$ cat config.mk
export PLATFORM = sky130hd
export DESIGN_NAME = alu_arbiter
export DESIGN_NICKNAME = d
export VERILOG_FILES = /design/src/rtl/alu_pkg.sv /design/src/rtl/rr_arbiter.sv /design/src/rtl/alu_arbiter.sv
export SDC_FILE = /design/constraint.sdc
export NUM_CORES = 1
export LEC_CHECK = 0
export ABC_AREA = 1
export CORE_AREA = 4 4 107 109
export DETAILED_ROUTE_END_ITERATION = 10
export DIE_AREA = 0 0 111 113
export PLACE_DENSITY = 0.7
export SYNTH_ARGS = -nofsm -noshare
export SYNTH_HDL_FRONTEND = slang
export SYNTH_SLANG_ARGS = --single-unit
$ cat constraint.sdc
create_clock -name clk -period 5.3 [get_ports clk]
set_clock_uncertainty 0.15 [all_clocks]
set_input_delay 1.59 -clock clk [delete_from_list [all_inputs] [get_ports clk]]
set_output_delay 1.59 -clock clk [all_outputs]
set_load 0.01 [all_outputs]
$ cat src/rtl/alu_pkg.sv
// Shared definitions for the ALU arbitration slice: operand widths, func3
// encodings, the per-requester request bundle and the control FSM states.
package alu_pkg;

    localparam int ALU_W = 32;
    localparam int F3_W  = 3;

    localparam logic [F3_W-1:0] F3_ADD  = 3'b000;
    localparam logic [F3_W-1:0] F3_SLL  = 3'b001;
    localparam logic [F3_W-1:0] F3_SLT  = 3'b010;
    localparam logic [F3_W-1:0] F3_SLTU = 3'b011;
    localparam logic [F3_W-1:0] F3_XOR  = 3'b100;
    localparam logic [F3_W-1:0] F3_SR   = 3'b101;
    localparam logic [F3_W-1:0] F3_OR   = 3'b110;
    localparam logic [F3_W-1:0] F3_AND  = 3'b111;

    typedef struct packed {
        logic [ALU_W-1:0] operand1;
        logic [ALU_W-1:0] operand2;
        logic [F3_W-1:0]  func3;
        logic             subsra;
    } alu_req_t;

    typedef enum logic {
        EMPTY = 1'b0,
        FULL  = 1'b1
    } arb_state_e;

endpackage

$ cat src/rtl/rr_arbiter.sv
// Combinational round-robin arbiter: the search starts at i_ptr and wraps,
// so the first valid request at or after the pointer wins.
module rr_arbiter #(
    parameter int N   = 2,
    parameter int IDW = 1
) (
    input  logic [N-1:0]   i_req,
    input  logic [IDW-1:0] i_ptr,
    input  logic           i_en,
    output logic [N-1:0]   o_gnt,
    output logic [IDW-1:0] o_gnt_idx
);

    logic           w_found;
    logic [IDW:0]   w_sum;
    logic [IDW-1:0] w_cand;
    logic [IDW-1:0] w_idx;

    // With no valid request the index falls back to the pointer so the
    // operand mux downstream stays deterministic.
    always_comb begin
        w_found = 1'b0;
        w_sum   = '0;
        w_cand  = '0;
        w_idx   = i_ptr;
        for (int k = 0; k < N; k++) begin
            w_sum = {1'b0, i_ptr} + (IDW+1)'(k);
            if (w_sum >= (IDW+1)'(N)) begin
                w_sum = w_sum - (IDW+1)'(N);
            end
            w_cand = w_sum[IDW-1:0];
            if (!w_found && i_req[w_cand]) begin
                w_found = 1'b1;
                w_idx   = w_cand;
            end
        end
    end

    always_comb begin
        o_gnt     = '0;
        o_gnt_idx = w_idx;
        if (w_found && i_en) begin
            o_gnt[w_idx] = 1'b1;
        end
    end

endmodule

$ cat src/rtl/alu_arbiter.sv
// Shares one external combinational ALU among NUM_REQ requesters through a
// round-robin arbiter, capturing each result in a one-entry tagged register.
module alu_arbiter
    import alu_pkg::*;
#(
    parameter int NUM_REQ = 2,
    parameter int IDW     = (NUM_REQ > 1) ? $clog2(NUM_REQ) : 1
) (
    input  logic                     clk,
    input  logic                     rst_n,
    input  logic [NUM_REQ-1:0]       i_req_valid,
    output logic [NUM_REQ-1:0]       o_req_ready,
    input  logic [ALU_W*NUM_REQ-1:0] i_req_operand1,
    input  logic [ALU_W*NUM_REQ-1:0] i_req_operand2,
    input  logic [F3_W*NUM_REQ-1:0]  i_req_func3,
    input  logic [NUM_REQ-1:0]       i_req_subsra,
    output logic [ALU_W-1:0]         o_alu_operand1,
    output logic [ALU_W-1:0]         o_alu_operand2,
    output logic [F3_W-1:0]          o_alu_func3,
    output logic                     o_alu_subsra,
    input  logic [ALU_W-1:0]         i_alu_result,
    output logic                     o_rsp_valid,
    input  logic                     i_rsp_ready,
    output logic [ALU_W-1:0]         o_rsp_result,
    output logic [IDW-1:0]           o_rsp_id,
    output logic                     o_busy
);

    arb_state_e     r_state;
    logic [IDW-1:0] r_rr_ptr;
    logic [IDW-1:0] r_rsp_id;
    logic [ALU_W-1:0] r_rsp_result;
    logic           r_run;

    alu_req_t       w_req [NUM_REQ];
    logic [NUM_REQ-1:0] w_gnt;
    logic [IDW-1:0] w_gnt_idx;
    logic [IDW-1:0] w_next_ptr;
    logic           w_can_issue;
    logic           w_transfer;

    for (genvar g = 0; g < NUM_REQ; g++) begin : g_req
        assign w_req[g].operand1 = i_req_operand1[ALU_W*g +: ALU_W];
        assign w_req[g].operand2 = i_req_operand2[ALU_W*g +: ALU_W];
        assign w_req[g].func3    = i_req_func3[F3_W*g +: F3_W];
        assign w_req[g].subsra   = i_req_subsra[g];
    end

    // r_run keeps ready low until the first edge after reset release.
    assign w_can_issue = r_run && ((r_state == EMPTY) || i_rsp_ready);

    rr_arbiter #(
        .N   (NUM_REQ),
        .IDW (IDW)
    ) u_rr_arbiter (
        .i_req     (i_req_valid),
        .i_ptr     (r_rr_ptr),
        .i_en      (w_can_issue),
        .o_gnt     (w_gnt),
        .o_gnt_idx (w_gnt_idx)
    );

    assign o_req_ready = w_gnt;
    assign w_transfer  = |w_gnt;
    assign w_next_ptr  = (w_gnt_idx == IDW'(NUM_REQ - 1)) ? '0 : w_gnt_idx + IDW'(1);

    assign o_alu_operand1 = w_req[w_gnt_idx].operand1;
    assign o_alu_operand2 = w_req[w_gnt_idx].operand2;
    assign o_alu_func3    = w_req[w_gnt_idx].func3;
    assign o_alu_subsra   = w_req[w_gnt_idx].subsra;

    // A transfer may refill the register in the same cycle it drains.
    always_ff @(posedge clk or negedge rst_n) begin
        if (!rst_n) begin
            r_state      <= EMPTY;
            r_rr_ptr     <= '0;
            r_rsp_id     <= '0;
            r_rsp_result <= '0;
            r_run        <= 1'b0;
        end else begin
            r_run <= 1'b1;
            if (w_transfer) begin
                r_state      <= FULL;
                r_rsp_result <= i_alu_result;
                r_rsp_id     <= w_gnt_idx;
                r_rr_ptr     <= w_next_ptr;
            end else if ((r_state == FULL) && i_rsp_ready) begin
                r_state <= EMPTY;
            end
        end
    end

    assign o_rsp_valid  = (r_state == FULL);
    assign o_busy       = (r_state == FULL);
    assign o_rsp_result = r_rsp_result;
    assign o_rsp_id     = r_rsp_id;

    a_ready_onehot0: assert property (@(posedge clk) disable iff (!rst_n)
        $onehot0(o_req_ready));

    a_rsp_stable: assert property (@(posedge clk) disable iff (!rst_n)
        (o_rsp_valid && !i_rsp_ready) |=> ($stable(o_rsp_result) && $stable(o_rsp_id)));

endmodule
==> impl_metrics.json <==
{
  "fp.dieW_um": 111,
  "synth-warning-count": 0,
  "grt_pass1_wl_um": 19500,
  "holdWs_ns": 0.328,
  "grt_max_degree": 50,
  "fin_crit_ns": 5.17,
  "cp_top_family": "buffers and inverters",
  "die_area_um2": 12500,
  "drt-initial-drc-count": 258,
  "dr.pass1.iters": 4,
  "syn-num-nets": 559,
  "critPathCaptureType": "primary output",
  "synth_edf_count": 0,
  "ys_seq_area_share_pct": 38.1,
  "port_buffers": 277,
  "crit_chain": "clkdlybuf4s50_1 > nand2_1 > a21oi_4 > buf_12 > nand2_1 > nand2_1 > clkdlybuf4s50_1",
  "io_pins": 278,
  "cp.required_ns": 3.56,
  "cpPeakStageDelay_ns": 0.62,
  "syn_area_per_cell_um2": 6.13,
  "worst-path-buf-inv": 3,
  "root_buffer": "clkbuf_8",
  "max_clock_freq_mhz": 194,
  "netlist-cell-type-count": 14,
  "syn_inst": 386,
  "powerDensity_nw_per_um2": 225,
  "synth_seq_cells": 36,
  "drive_gt1_share_pct": 2.77,
  "wl_um": 12600,
  "power_uw": 1200,
  "fp.dieH_um": 113,
  "netlist_area_um2": 2370,
  "outcome": "finished, final reports clean",
  "viasPerCell": 4.32,
  "cts_sinks": 36,
  "clk_latency_ns": 0.28,
  "rsz0062_at_grt": "false",
  "synth_top_cell_area_share_pct": 44.1,
  "diodes": 0,
  "fillCellCount": 1034,
  "core_area_um2": 10600,
  "cp_num_cells": 7,
  "drtAntennaViolNets": 0,
  "cts_tree": "yes",
  "path_max_fanout": 49,
  "report.final.slew_viol_count": 0,
  "postLayoutCoreUtil_pct": 50.4,
  "hold_depth": 2,
  "slew_headroom_pct": 46.6,
  "r2r_cells": 5,
  "synthTopCellsByCount": "nand2_1, dfrtp_1, nand4_1",
  "ir_worst_vdd_v": 0.000123,
  "cts_made_buffers": 5,
  "track_usage_pct": 19.2,
  "ys_async_sr_fraction_pct": 100,
  "cp-start-kind": "input pin",
  "clkTransAtPathRegs_ns": 0.07,
  "postCtsHoldBufs": 0,
  "design_area_um2": 5340,
  "setup_viol": 0,
  "worst_pin_slew_ns": 0.802,
  "hold_class": "flip-flop to flip-flop",
  "place_hpwl_um": 10100,
  "critical_path_class": "input pin to primary output",
  "ys.flop_type": "dfrtp_1",
  "cp_data_arrival_time_ns": 3.43,
  "cap_violations": 0,
  "placed_area_um2": 5250,
  "synth.area.top_cells": "nand2_1, dfrtp_1, nand4_1",
  "wl_per_cell_um": 16.0,
  "core.rowCount": 38,
  "power.static_leakage_uw": 0.00256,
  "grt_overflow": 0,
  "fin_nets": 822,
  "cts_setup_buffers": 0,
  "fin_crit_sh_pct": 97.5,
  "antenna_found_initial": 0,
  "areaGrowthSynthToFinish_pct": 126,
  "synth_area_leader_cell": "nand2_1",
  "drc": 0,
  "fin_setup_tns_ns": 0,
  "start_util_pct": 22.3,
  "synth_most_common_cell": "nand2_1",
  "htreeDepth": 2,
  "crit_slowest_cell": "clkdlybuf4s50_1",
  "critPathMostFrequentCell": "nand2_1",
  "gp_congestion": 0.942,
  "ctsLongestPathBuffers": 2,
  "grt_pass1_vias": 3438,
  "hold_viol": 0,
  "num_vias": 3411
}
## kinds of logic after synthesis
kind of cell,Yosys count,share of synthesized area [%]
AOI/OAI and AO/OA,2,1.06
and+or+nand+nor,315,53.6
DFF,36,38.1
buffers and inverters,32,7.14
other,1,0.158
## flip-flops by register name, indices dropped and copies added (netlist names)
register,flops
o_rsp_id,1
o_rsp_result,32
r_rr_ptr,1
o_busy,1
r_run,1
## worst paths after layout
kind / start / end / slack, ns
setup reg to reg: o_busy / o_rsp_result[21] / 3.20
setup / recovery: i_req_valid[1] / o_alu_operand1[24] / 0.13
max in group asynchronous: rst_n / r_rr_ptr / 3.24
hold reg to reg: o_rsp_result[23] / o_rsp_result[23] / 0.33
min in group asynchronous: rst_n / o_rsp_result[20] / 1.24
hold / removal: o_rsp_result[23] / o_rsp_result[23] / 0.33
## tightest hold or removal path, delay by kind of cell (launching register included)
family	cells	cell delay [ns]
and+or+nand+nor	2	0.11
DFF	1	0.35
## repair_timing
action,4_1_cts,5_1_grt
gates resized for setup,0,1
endpoints found under the hold margin,0,0
endpoints found under the setup margin,0,1
## power by group
| part | total (uW) | switching (uW) | internal, uW |
|---|---|---|---|
| logic | 668 | 290 | 378 |
| clock network | 190 | 96.3 | 93.9 |
| registers | 346 | 27.8 | 319 |
## cells in the final DEF (no fill, tap or decap), drive strengths merged
cell / count
buf: 8
clkdlybuf4s50: 275
inv: 4
nand3: 1
nor2: 4
o21ai: 1
nand2: 278
dfrtp: 36
clkinv: 1
a21oi: 1
conb: 1
clkbuf: 7
dlymetal6s2s: 1
nand4: 32
## routing by layer
layer | global-route usage [%] | share of wire (%) | vias up | wire length, um
li1 | - | - | 1722 | -
met1 | 23.6 | 40 | 1533 | 5060
met2 | 34.5 | 51 | 144 | 6440
met3 | 4.81 | 7.6 | 12 | 959
met4 | 3.45 | 1.5 | 0 | 185
met5 | 0 | 0 | - | 0
## layout make-up
cell class	instances	area, um^2	share of cell area, %
multi-input cells	318	1310	24.4
clock buffers	7	76.3	1.43
clock inverters	1	8.76	0.164
repair buffers	284	2860	53.5
well taps	140	175	3.28
inverters	4	15.0	0.281
flip-flops and latches	36	901	16.9
## metrics by stage
stage          worst slack (ns)  std cells
2_1_floorplan              1.26        386
3_5_place_dp              0.101        782
5_1_grt                 0.00957        790
6_report                  0.134        790
3_3_place_gp              0.124        782
4_1_cts                  0.0870        790
Power figures use the tool's default switching activity.
